==> config.mk <==
export PLATFORM = sky130hd
export DESIGN_NAME = fifo_wr_arbiter
export DESIGN_NICKNAME = d
export VERILOG_FILES = /design/src/rtl/fifo_wr_arbiter.sv
export SDC_FILE = /design/constraint.sdc
export NUM_CORES = 1
export LEC_CHECK = 0
export CAP_MARGIN = 40
export CORE_UTILIZATION = 34
export DETAILED_ROUTE_END_ITERATION = 16
export PLACE_DENSITY = 0.95
export SLEW_MARGIN = 20
export SYNTH_ARGS = -nofsm -noshare
export SYNTH_HDL_FRONTEND = slang
export SYNTH_SLANG_ARGS = --single-unit
==> constraint.sdc <==
create_clock -name clk -period 5.2 [get_ports clk]
set_input_delay 1.04 -clock clk [delete_from_list [all_inputs] [get_ports clk]]
set_output_delay 1.04 -clock clk [all_outputs]
set_load 0.02 [all_outputs]
==> src/rtl/fifo_wr_arbiter.sv <==
// fifo_wr_arbiter: round-robin arbiter sharing the write port of fifo_syn
// among NUM_REQ valid/ready producers. A grant lasts until the producer's
// last beat or MAX_BURST beats. The FIFO's full flag backpressures the grantee.
module fifo_wr_arbiter #(
  parameter int NUM_REQ    = 4,
  parameter int DATA_WIDTH = 32,
  parameter int MAX_BURST  = 4
) (
  input  logic                          clk,
  input  logic                          rst,
  input  logic [NUM_REQ-1:0]            req_valid,
  input  logic [NUM_REQ*DATA_WIDTH-1:0] req_data,
  input  logic [NUM_REQ-1:0]            req_last,
  output logic [NUM_REQ-1:0]            req_ready,
  input  logic                          fifo_full,
  output logic                          fifo_cs,
  output logic                          fifo_wr_en,
  output logic [DATA_WIDTH-1:0]         fifo_data_in,
  output logic [$clog2(NUM_REQ)-1:0]    grant_id,
  output logic                          busy,
  output logic [15:0]                   wr_count
);

  localparam int GW = $clog2(NUM_REQ);
  localparam int BW = $clog2(MAX_BURST + 1);

  typedef enum logic {IDLE, BURST} state_t;

  state_t          state_reg;
  logic [GW-1:0]   grant_reg;
  logic [GW-1:0]   last_grant_reg;
  logic [BW-1:0]   beat_cnt_reg;
  logic [15:0]     wr_count_reg;

  logic [DATA_WIDTH-1:0] data_arr [NUM_REQ];
  logic [DATA_WIDTH-1:0] grant_data;
  logic                  burst_active;
  logic                  xfer;
  logic                  burst_end;
  logic                  pick_found;
  logic [GW-1:0]         pick_idx;

  // Per-producer data slices and ready lines; only the grantee may see ready
  generate
    for (genvar gi = 0; gi < NUM_REQ; gi++) begin : g_req
      assign data_arr[gi]  = req_data[gi*DATA_WIDTH +: DATA_WIDTH];
      assign req_ready[gi] = !rst && burst_active && !fifo_full &&
                             (grant_reg == GW'(gi));
    end
  endgenerate

  assign burst_active = (state_reg == BURST);
  assign grant_data   = data_arr[grant_reg];

  // A beat moves only when the grantee offers one and the FIFO has room
  assign xfer      = burst_active && !rst && req_valid[grant_reg] && !fifo_full;
  // The cap and the producer's last flag both close the burst; together they count once
  assign burst_end = xfer && (req_last[grant_reg] ||
                              (beat_cnt_reg == BW'(MAX_BURST - 1)));

  // Round-robin pick: first requester found searching upward from the previous winner + 1
  always_comb begin
    int            cand;
    logic [GW-1:0] cand_idx;
    pick_found = 1'b0;
    pick_idx   = '0;
    cand       = 0;
    cand_idx   = '0;
    for (int k = 1; k <= NUM_REQ; k++) begin
      cand = int'(last_grant_reg) + k;
      if (cand >= NUM_REQ) cand = cand - NUM_REQ;
      cand_idx = GW'(cand);
      if (!pick_found && req_valid[cand_idx]) begin
        pick_found = 1'b1;
        pick_idx   = cand_idx;
      end
    end
  end

  // Arbitration FSM with its grant, burst and write counters
  always_ff @(posedge clk) begin
    if (rst) begin
      state_reg      <= IDLE;
      grant_reg      <= '0;
      last_grant_reg <= GW'(NUM_REQ - 1);
      beat_cnt_reg   <= '0;
      wr_count_reg   <= '0;
    end else begin
      case (state_reg)
        IDLE: begin
          if (pick_found) begin
            grant_reg    <= pick_idx;
            beat_cnt_reg <= '0;
            state_reg    <= BURST;
          end
        end
        BURST: begin
          if (xfer) begin
            wr_count_reg <= wr_count_reg + 16'd1;
            beat_cnt_reg <= beat_cnt_reg + BW'(1);
            if (burst_end) begin
              state_reg      <= IDLE;
              last_grant_reg <= grant_reg;
            end
          end
        end
        default: state_reg <= IDLE;
      endcase
    end
  end

  assign busy         = burst_active;
  assign grant_id     = grant_reg;
  assign wr_count     = wr_count_reg;
  assign fifo_wr_en   = xfer;
  assign fifo_cs      = burst_active && !rst;
  assign fifo_data_in = burst_active ? grant_data : '0;

endmodule

==> results by stage, run 1 <==
Run status:
- The flow ran to the end, and the final reports show no timing, DRC or antenna violations.

Yosys:
- In the post-synthesis netlist, the biggest area contributors are sky130_fd_sc_hd__mux4_2 34%, sky130_fd_sc_hd__dfxtp_1 22%, sky130_fd_sc_hd__and2_1 9.5%.
- Summed over its instances, the top area cell type makes up ~34% of the synthesized netlist area.
- The number of storage elements in the synthesis netlist is 24.
- Synthesis produced ~220 cells.
- Sequential elements use between 20 and 25% of the synthesized area.
- Counting distinct cell types in the post-synthesis netlist gives 36.
- The number of nets produced by synthesis is 360.
- The number of warnings reported in the yosys synthesis log is 0.
- The post-synthesis area per instance is ~10 um2.
- The biggest area consumer among synthesized cells is sky130_fd_sc_hd__mux4_2.
- The cell area after synthesis is ~0.0022 mm2.

Setup path:
- For this run, the slowest stage of the critical path takes 0.63 ns.
- The standard cell with the maximum stage delay on the critical path is sky130_fd_sc_hd__clkdlybuf4s50_1.
- Of all nets on the critical path, the largest fanout is 26.
- The critical path is of the in -> out type.
- The critical path startpoint category is a primary input.
- The kind of capture point of the worst setup path is an output pin.
- At the worst endpoint, the arrival time is 3.11 ns.
- Traced cell by cell, the critical path runs through clkdlybuf4s50_1 -> buf_4 -> nor3b_4 -> nand2_1 -> inv_2 -> clkdlybuf4s50_1.
- STA puts the critical path data required time at approximately 4.2 ns.
- The most numerous cell type found on the critical path is sky130_fd_sc_hd__clkdlybuf4s50_1.

Timing:
- The final number of max-transition violations is 0.
- The number of hold-slack violations in the final timing report is 0.
- Derived from the worst setup path, the maximum achievable clock frequency is roughly 240 MHz.
- Of the available clock period, the critical path in the final layout requires between 70 and 80%.
- On the final layout, the worst clock skew is roughly 0.0012 ns.
- For the pin with the worst max-slew slack, the measured transition is 0.5427 ns.
- Setup repair after global routing left no endpoint under its margin.
- For the final routed database, the setup TNS stands at 0 ns.
- Setup violations remaining at the end of the flow were counted as 0.
- The worst pin sits at a relative slew slack of 63.82%.
- For the finished layout, the period the worst path requires is between 4 and 5 ns.

Finish:
- The layout net count is ~550.
- 0 antenna diodes ended up in the layout.
- The post-route netlist has between 10% and 20% of its cells at a drive strength greater than 1.
- The area growth from synthesis to layout is 95.93%.
- Leaving out fill and tap cells, the most frequent cell in the layout is sky130_fd_sc_hd__clkdlybuf4s50_1.
- The number of flip-flops in the largest register is 16.
- In the layout the commonest cells are 195 x sky130_fd_sc_hd__clkdlybuf4s50_1, 33 x sky130_fd_sc_hd__mux4_2, 33 x sky130_fd_sc_hd__and2_1.
- The count of cells in the finished layout, fillers not included, comes to 480.

Pwr:
- For this design the ratio of total power to cell area is 174.7 mW/mm2.
- The largest voltage drop on the vdd net is around 0.21 mV.
- The leakage power of the design is roughly 1.5 nW.

GRT:
- The overflow left after global routing is 0.
- The number of global-route vias before repair is about 2600.
- The largest net degree at the start of global routing is 27.
- The first global-routing pass estimated ~13000 um of wire.
- The global-route usage over all layers is about a quarter.
- The number of antenna violations at the first check in global routing is 0.

Route:
- Wires add up to about 9000 um.
- The routed via count divided by cell count is roughly 5.6.
- The first detailed-routing pass ran for 4 iterations.
- The vias after detailed routing is approximately 2700.
- The wire length per cell is between 15 and 20 um.
- The iteration-0 DRC count of the detailed router is 82.
- The post-detailed-route DRC marker count is 0.
- Once detail routing completed, the nets flagged for antenna violations numbered 0.

Die:
- The I/O pin count is between 150 and 200.
- The total core area is 0.006061 mm2.
- The floorplan step set the die width to roughly 82 um.
- The die is 82.11 um tall.
- The die covers 0.006742 mm2.
- The standard-cell row count is 28.
- Once the floorplan was initialized, standard cells occupied a little over a third of the core.

Clock network:
- The number of setup buffers added after CTS is 0.
- Counting the buffers created by CTS gives 3.
- TritonCTS built the clock tree.
- The hold buffer count at CTS is 0.
- After clock tree synthesis, the clock-pin slew on the worst setup and hold paths is approximately 0.080 ns.
- The maximum clock insertion buffer count is 2.
- The post-cts repair resize count is 0.
- CTS saw 24 sinks.
- The deepest level of the CTS H-tree is 1.
- The clock insertion delay at the later pin of the skew report is ~0.27 ns.
- The clock root buffer master is sky130_fd_sc_hd__clkbuf_8.

Min path:
- The type of the most critical hold path is reg -> reg.

Placement:
- The final weighted congestion in routability-driven placement is about 0.84.
- The number of port buffers is roughly 200.
- Summed over all nets, the half-perimeter wirelength after detailed placement is 7476 um.
- The count of placed standard cells including taps is 476.

Flow run:
- Across the run, the number of max-cap violations was 0.
## Yosys cell counts
master	count
sky130_fd_sc_hd__nand4_1	5
sky130_fd_sc_hd__o311ai_1	1
sky130_fd_sc_hd__xor2_1	4
sky130_fd_sc_hd__nor2b_1	3
sky130_fd_sc_hd__nor3_1	1
sky130_fd_sc_hd__o221ai_1	1
sky130_fd_sc_hd__and2_1	33
sky130_fd_sc_hd__o22ai_1	1
sky130_fd_sc_hd__xnor2_1	1
sky130_fd_sc_hd__a31o_2	1
sky130_fd_sc_hd__nor3b_4	1
sky130_fd_sc_hd__buf_2	6
sky130_fd_sc_hd__mux2_2	1
sky130_fd_sc_hd__a21oi_1	15
sky130_fd_sc_hd__ha_1	3
sky130_fd_sc_hd__inv_1	5
sky130_fd_sc_hd__inv_2	1
sky130_fd_sc_hd__mux2i_1	1
sky130_fd_sc_hd__nor2_1	12
sky130_fd_sc_hd__o21ai_0	6
sky130_fd_sc_hd__and3_1	1
sky130_fd_sc_hd__o221a_2	1
sky130_fd_sc_hd__dfxtp_1	24
sky130_fd_sc_hd__or4_1	6
sky130_fd_sc_hd__nand3_1	8
sky130_fd_sc_hd__nand2_1	13
sky130_fd_sc_hd__mux4_2	33
sky130_fd_sc_hd__clkbuf_1	8
sky130_fd_sc_hd__a221o_1	2
sky130_fd_sc_hd__o2bb2ai_1	1
sky130_fd_sc_hd__and4_1	2
sky130_fd_sc_hd__buf_1	2
sky130_fd_sc_hd__a221oi_1	1
sky130_fd_sc_hd__or3_1	4
sky130_fd_sc_hd__o31ai_1	7
sky130_fd_sc_hd__nand2b_1	3
## critical path: cells and delay by family
| kind | cells | cell delay, ns |
|---|---|---|
| and+or+nand+nor | 2 | 0.62 |
| buffers and inverters | 4 | 1.45 |
## metrics by stage
step	hold WS, ns	utilization (%)	total power, mW	cell area [um2]	setup slack (ns)
global placement	0.4647	68.93	0.6113	4178	1.106
global route	0.5318	70.54	0.7800	4275	0.9604
detailed placement	0.4787	69.63	0.6257	4220	1.067
finish	0.4960	70.54	0.7467	4275	1.048
CTS	0.4919	70.54	0.7486	4275	1.068
floorplan	0.4479	-	0.4081	2182	2.249
## routing by layer
| layer | global-route usage [%] | vias up | share of wire [%] |
|---|---|---|---|
| met4 | 11.23 | 0 | 3.5 |
| met3 | 8.132 | 28 | 12 |
| met5 | 0 | - | 0 |
| li1 | - | 1215 | - |
| met2 | 46.12 | 168 | 50 |
| met1 | 27.87 | 1256 | 35 |
## cells by family after synthesis
| kind of cell | share of synthesized area [%] |
|---|---|
| AO/OA/AOI/OAI | 10.95 |
| XOR/XNOR | 2.007 |
| adder cells (fa/ha/maj) | 1.720 |
| buffers and inverters | 4.129 |
| flip-flops | 22.02 |
| multiplexers | 35.03 |
| AND/OR/NAND/NOR | 24.14 |
## worst paths after layout
path / from / cells past startpoint / slack, ns / endpoint
worst max-delay path: rst / 6 / 1.05 / fifo_wr_en
worst max register to register: busy / 4 / 2.93 / wr_count[10]
worst min register to register: beat_cnt_reg[1] / 2 / 0.50 / beat_cnt_reg[1]
worst min-delay path: beat_cnt_reg[1] / 2 / 0.50 / beat_cnt_reg[1]
## power breakdown
part	internal (mW)	switching, mW
Combinational	0.261	0.149
Sequential	0.188	0.0209
Clock	0.0677	0.0602
Total	0.517	0.230
## cell type report
type | instances | area (um2)
inverters | 6 | 22.52
multi-input cells | 172 | 1612
flip-flops and latches | 24 | 483.0
repair buffers | 199 | 2009
fillers | 422 | 1785
clock buffers | 4 | 55.05
well taps | 75 | 93.84
No activity file was read; power rests on OpenSTA's default activity.
==> run 2: changes to the inputs <==
- CORE_UTILIZATION: 34 -> 29
- PLACE_DENSITY: 0.95 -> 0.9
- clock period: 5.2 -> 3.54 ns (I/O delays scaled with it)
==> run 2 against run 1 <==
Final cell count grew 5.8%. Wire length up 4.7%. Cell area rose by 1.5%. Critical path type unchanged. Critical endpoint unchanged. Largest cell class unchanged. Largest power group unchanged.
==> results by stage, run 2 (synthesis results as in run 1) <==
Setup path:
- Counting both buffers and inverters, the worst setup path holds a total of 3.
- Data on the critical path arrives at its endpoint at around 2.5 ns.
- The worst setup path is captured at an output pin.
- Walking the worst path, the cells encountered are clkdlybuf4s50_1 -> nor3b_4 -> nand2_1 -> inv_2 -> clkdlybuf4s50_1.
- The classification of the worst setup path is in -> out.
- STA puts the critical path data required time at 2.83 ns.
- The top cell family by delay on the critical path is buffers and inverters.
- In this run the worst path has a maximum fanout of 9.
- In this design, the critical path's most frequently occurring cell is sky130_fd_sc_hd__clkdlybuf4s50_1.
- The standard cell with the maximum stage delay on the critical path is sky130_fd_sc_hd__clkdlybuf4s50_1.
- STA classifies the critical path startpoint as a primary input.
- The longest individual stage delay on the worst path is ~0.62 ns.

Die:
- The die covers a little under 0.008 mm2.
- The standard-cell row count is 31.
- The die is around 89 um wide.
- The total area inside the core boundary comes to approximately 0.0073 mm2.
- The I/O pin count is between 150 and 200.
- The vertical extent of the die is a little under 90 um.
- The effective utilization at floorplan is between 30 and 40%.

Finish:
- The area growth from synthesis to layout is 98.85%.
- The register with the most flip-flops in the layout has 16 of them.
- The fraction of layout cells with a size suffix above 1 is around 12%.
- The layout net count is 550.
- Leaving out fill and tap cells, the most frequent cell in the layout is sky130_fd_sc_hd__clkdlybuf4s50_1.
- The library cells used most frequently in the layout, excluding fill and tap cells, are 195 x sky130_fd_sc_hd__clkdlybuf4s50_1, 33 x sky130_fd_sc_hd__mux4_2, 33 x sky130_fd_sc_hd__and2_1.
- The share of the core filled with cells is 59.82%.

Pwr:
- The overall power is about 1.2 mW.
- The power density normalized to cell area is approximately 270 mW/mm2.
- The part of the power in registers is 25.7%.
- The analysis attributes to net switching a power of between 300 and 400 uW.
- The clock network accounts for 20.8% of the total power.
- The largest voltage drop on the vdd net is 0.2200 mV.
- Of the total power, combinational logic draws between 50% and 60%.
- In this run the static leakage power is about 1.5 nW.
- In this run switching power makes up between 20 and 30% of total power.
- The internal portion of the total power is just over 800 uW.

GRT:
- The largest net degree at the start of global routing is 37.
- The number of antenna violations at the first check in global routing came to 2.
- The first global-routing pass estimated 13620 um of wire.
- The overflow left after global routing is 0.
- The number of global-route vias before repair is 2599.
- Global routing used between 20% and 30% of the available tracks.

Route:
- For this block, the via count after detailed routing is ~2700.
- The iteration-0 DRC count of the detailed router is 77.
- Dividing the detail-routed wire length by the instance count gives ~19 um.
- After detailed routing, the number of remaining DRC violations is 0.
- The detailed-route wire length is about 9500 um.
- The count of TritonRoute iterations in the first routing pass is 4.
- The detail route stage leaves a number of antenna-violating nets equal to 0.
- The routed via count divided by cell count is between 5 and 6.

Flow run:
- The max-capacitance violation count is 0.

Clock network:
- The clock input transition at the sequential cells of the worst setup and hold paths is approximately 0.09 ns.
- TritonCTS built the clock tree.
- The clock passes through at most 2 buffers.
- Counting the buffers created by CTS gives 3.
- For this design, the sink count on the clock tree is 24.
- The number of buffers inserted by post-CTS setup repair is 0.
- The hold buffer count at CTS is 0.
- For the worst-skew pair, the clock arrives at the later sink with an insertion delay of 0.27 ns.
- The number of gates resized after CTS was 0.
- In this run the number of H-tree levels came out at 1.
- CTS placed an instance of sky130_fd_sc_hd__clkbuf_8 at the clock tree root.

Run status:
- The flow ran to the end, and the final reports show no timing, DRC or antenna violations.

Timing:
- Adding up every negative setup slack in the final design gives 0 ns.
- At the pin with the least slew margin, the transition time is between 0.5 and 0.6 ns.
- The minimum clock period is about 3.2 ns.
- Setup repair after global routing left no endpoint under its margin.
- The post-layout worst setup margin is 0.2926 ns.
- The worst slew slack as a fraction of its limit is around 63%.
- Static timing analysis puts the maximum clock frequency at a little over 300 MHz.
- Setup violations remaining at the end of the flow were counted as 0.
- The number of hold-slack violations in the final timing report is 0.
- The final hold slack is between 0.4 and 0.5 ns.
- The final critical-path share of the clock period is between 90% and 100%.
- The final number of max-transition violations is 0.
- Across the routed clock network, the largest skew measured is approximately 0.0062 ns.

Placement:
- The setup slack after placement is around 0.3 ns.
- Input and output buffers added on the ports amount to between 150 and 200.
- The congestion estimate from routability-driven global placement came to 0.7855.
- The sum of net half-perimeters after detailed placement is roughly 7700 um.

Min path:
- The type of the most critical hold path is reg -> reg.
==> run 2: changes by cell type in the layout (fill, tap and decap cells not counted), sizes merged <==
| cell | previous run | this run |
|---|---|---|
| clkbuf | 4 | 3 |
| buf | 4 | 6 |
| bufinv | 0 | 1 |
| diode | 0 | 2 |
==> run 2: stage by stage <==
step,cells,area [um2]
after floorplan,218,2182
after global routing,508,4339
after global placement,502,4263
final,508,4339
after CTS,506,4334
after detailed placement,502,4263
==> run 2: worst paths after layout <==
path,start,end,slack (ns),depth (start not counted)
worst max-delay path,rst,fifo_wr_en,0.29,5
worst min-delay path,wr_count[15],wr_count[15],0.49,2
worst min register to register,wr_count[15],wr_count[15],0.49,2
worst max register to register,grant_id[0],wr_count[14],1.32,4
==> run 2: layout make-up <==
cell class | instances | area [um2]
inverters | 6 | 22.52
multi-input cells | 172 | 1612
well taps | 99 | 123.9
fillers | 609 | 2914
flip-flops and latches | 24 | 483.0
clock inverters | 1 | 30.03
clock buffers | 3 | 41.29
repair buffers | 201 | 2022
diodes | 2 | 5.005
==> run 2: power groups by stage <==
stage | sequential (mW) | clock, mW | combinational, mW
floorplan | 0.297 | 0 | 0.303
global placement | 0.306 | 0 | 0.609
detailed placement | 0.307 | 0 | 0.624
CTS | 0.300 | 0.243 | 0.626
global route | 0.303 | 0.254 | 0.660
finish | 0.299 | 0.242 | 0.622
==> run 2: layer usage <==
| metal | global-route usage, % | vias up | part of all wire [%] |
|---|---|---|---|
| met5 | 0 | - | 0 |
| li1 | - | 1230 | - |
| met1 | 25.11 | 1274 | 36 |
| met2 | 44.27 | 141 | 54 |
| met4 | 10.85 | 0 | 2.8 |
| met3 | 3.918 | 22 | 8.0 |
==> run 2: tightest hold or removal path, stage by stage, from the launching register on <==
cell	delay (ns)
sky130_fd_sc_hd__dfxtp_1	0.33
sky130_fd_sc_hd__o31ai_1	0.06
sky130_fd_sc_hd__a21oi_1	0.06
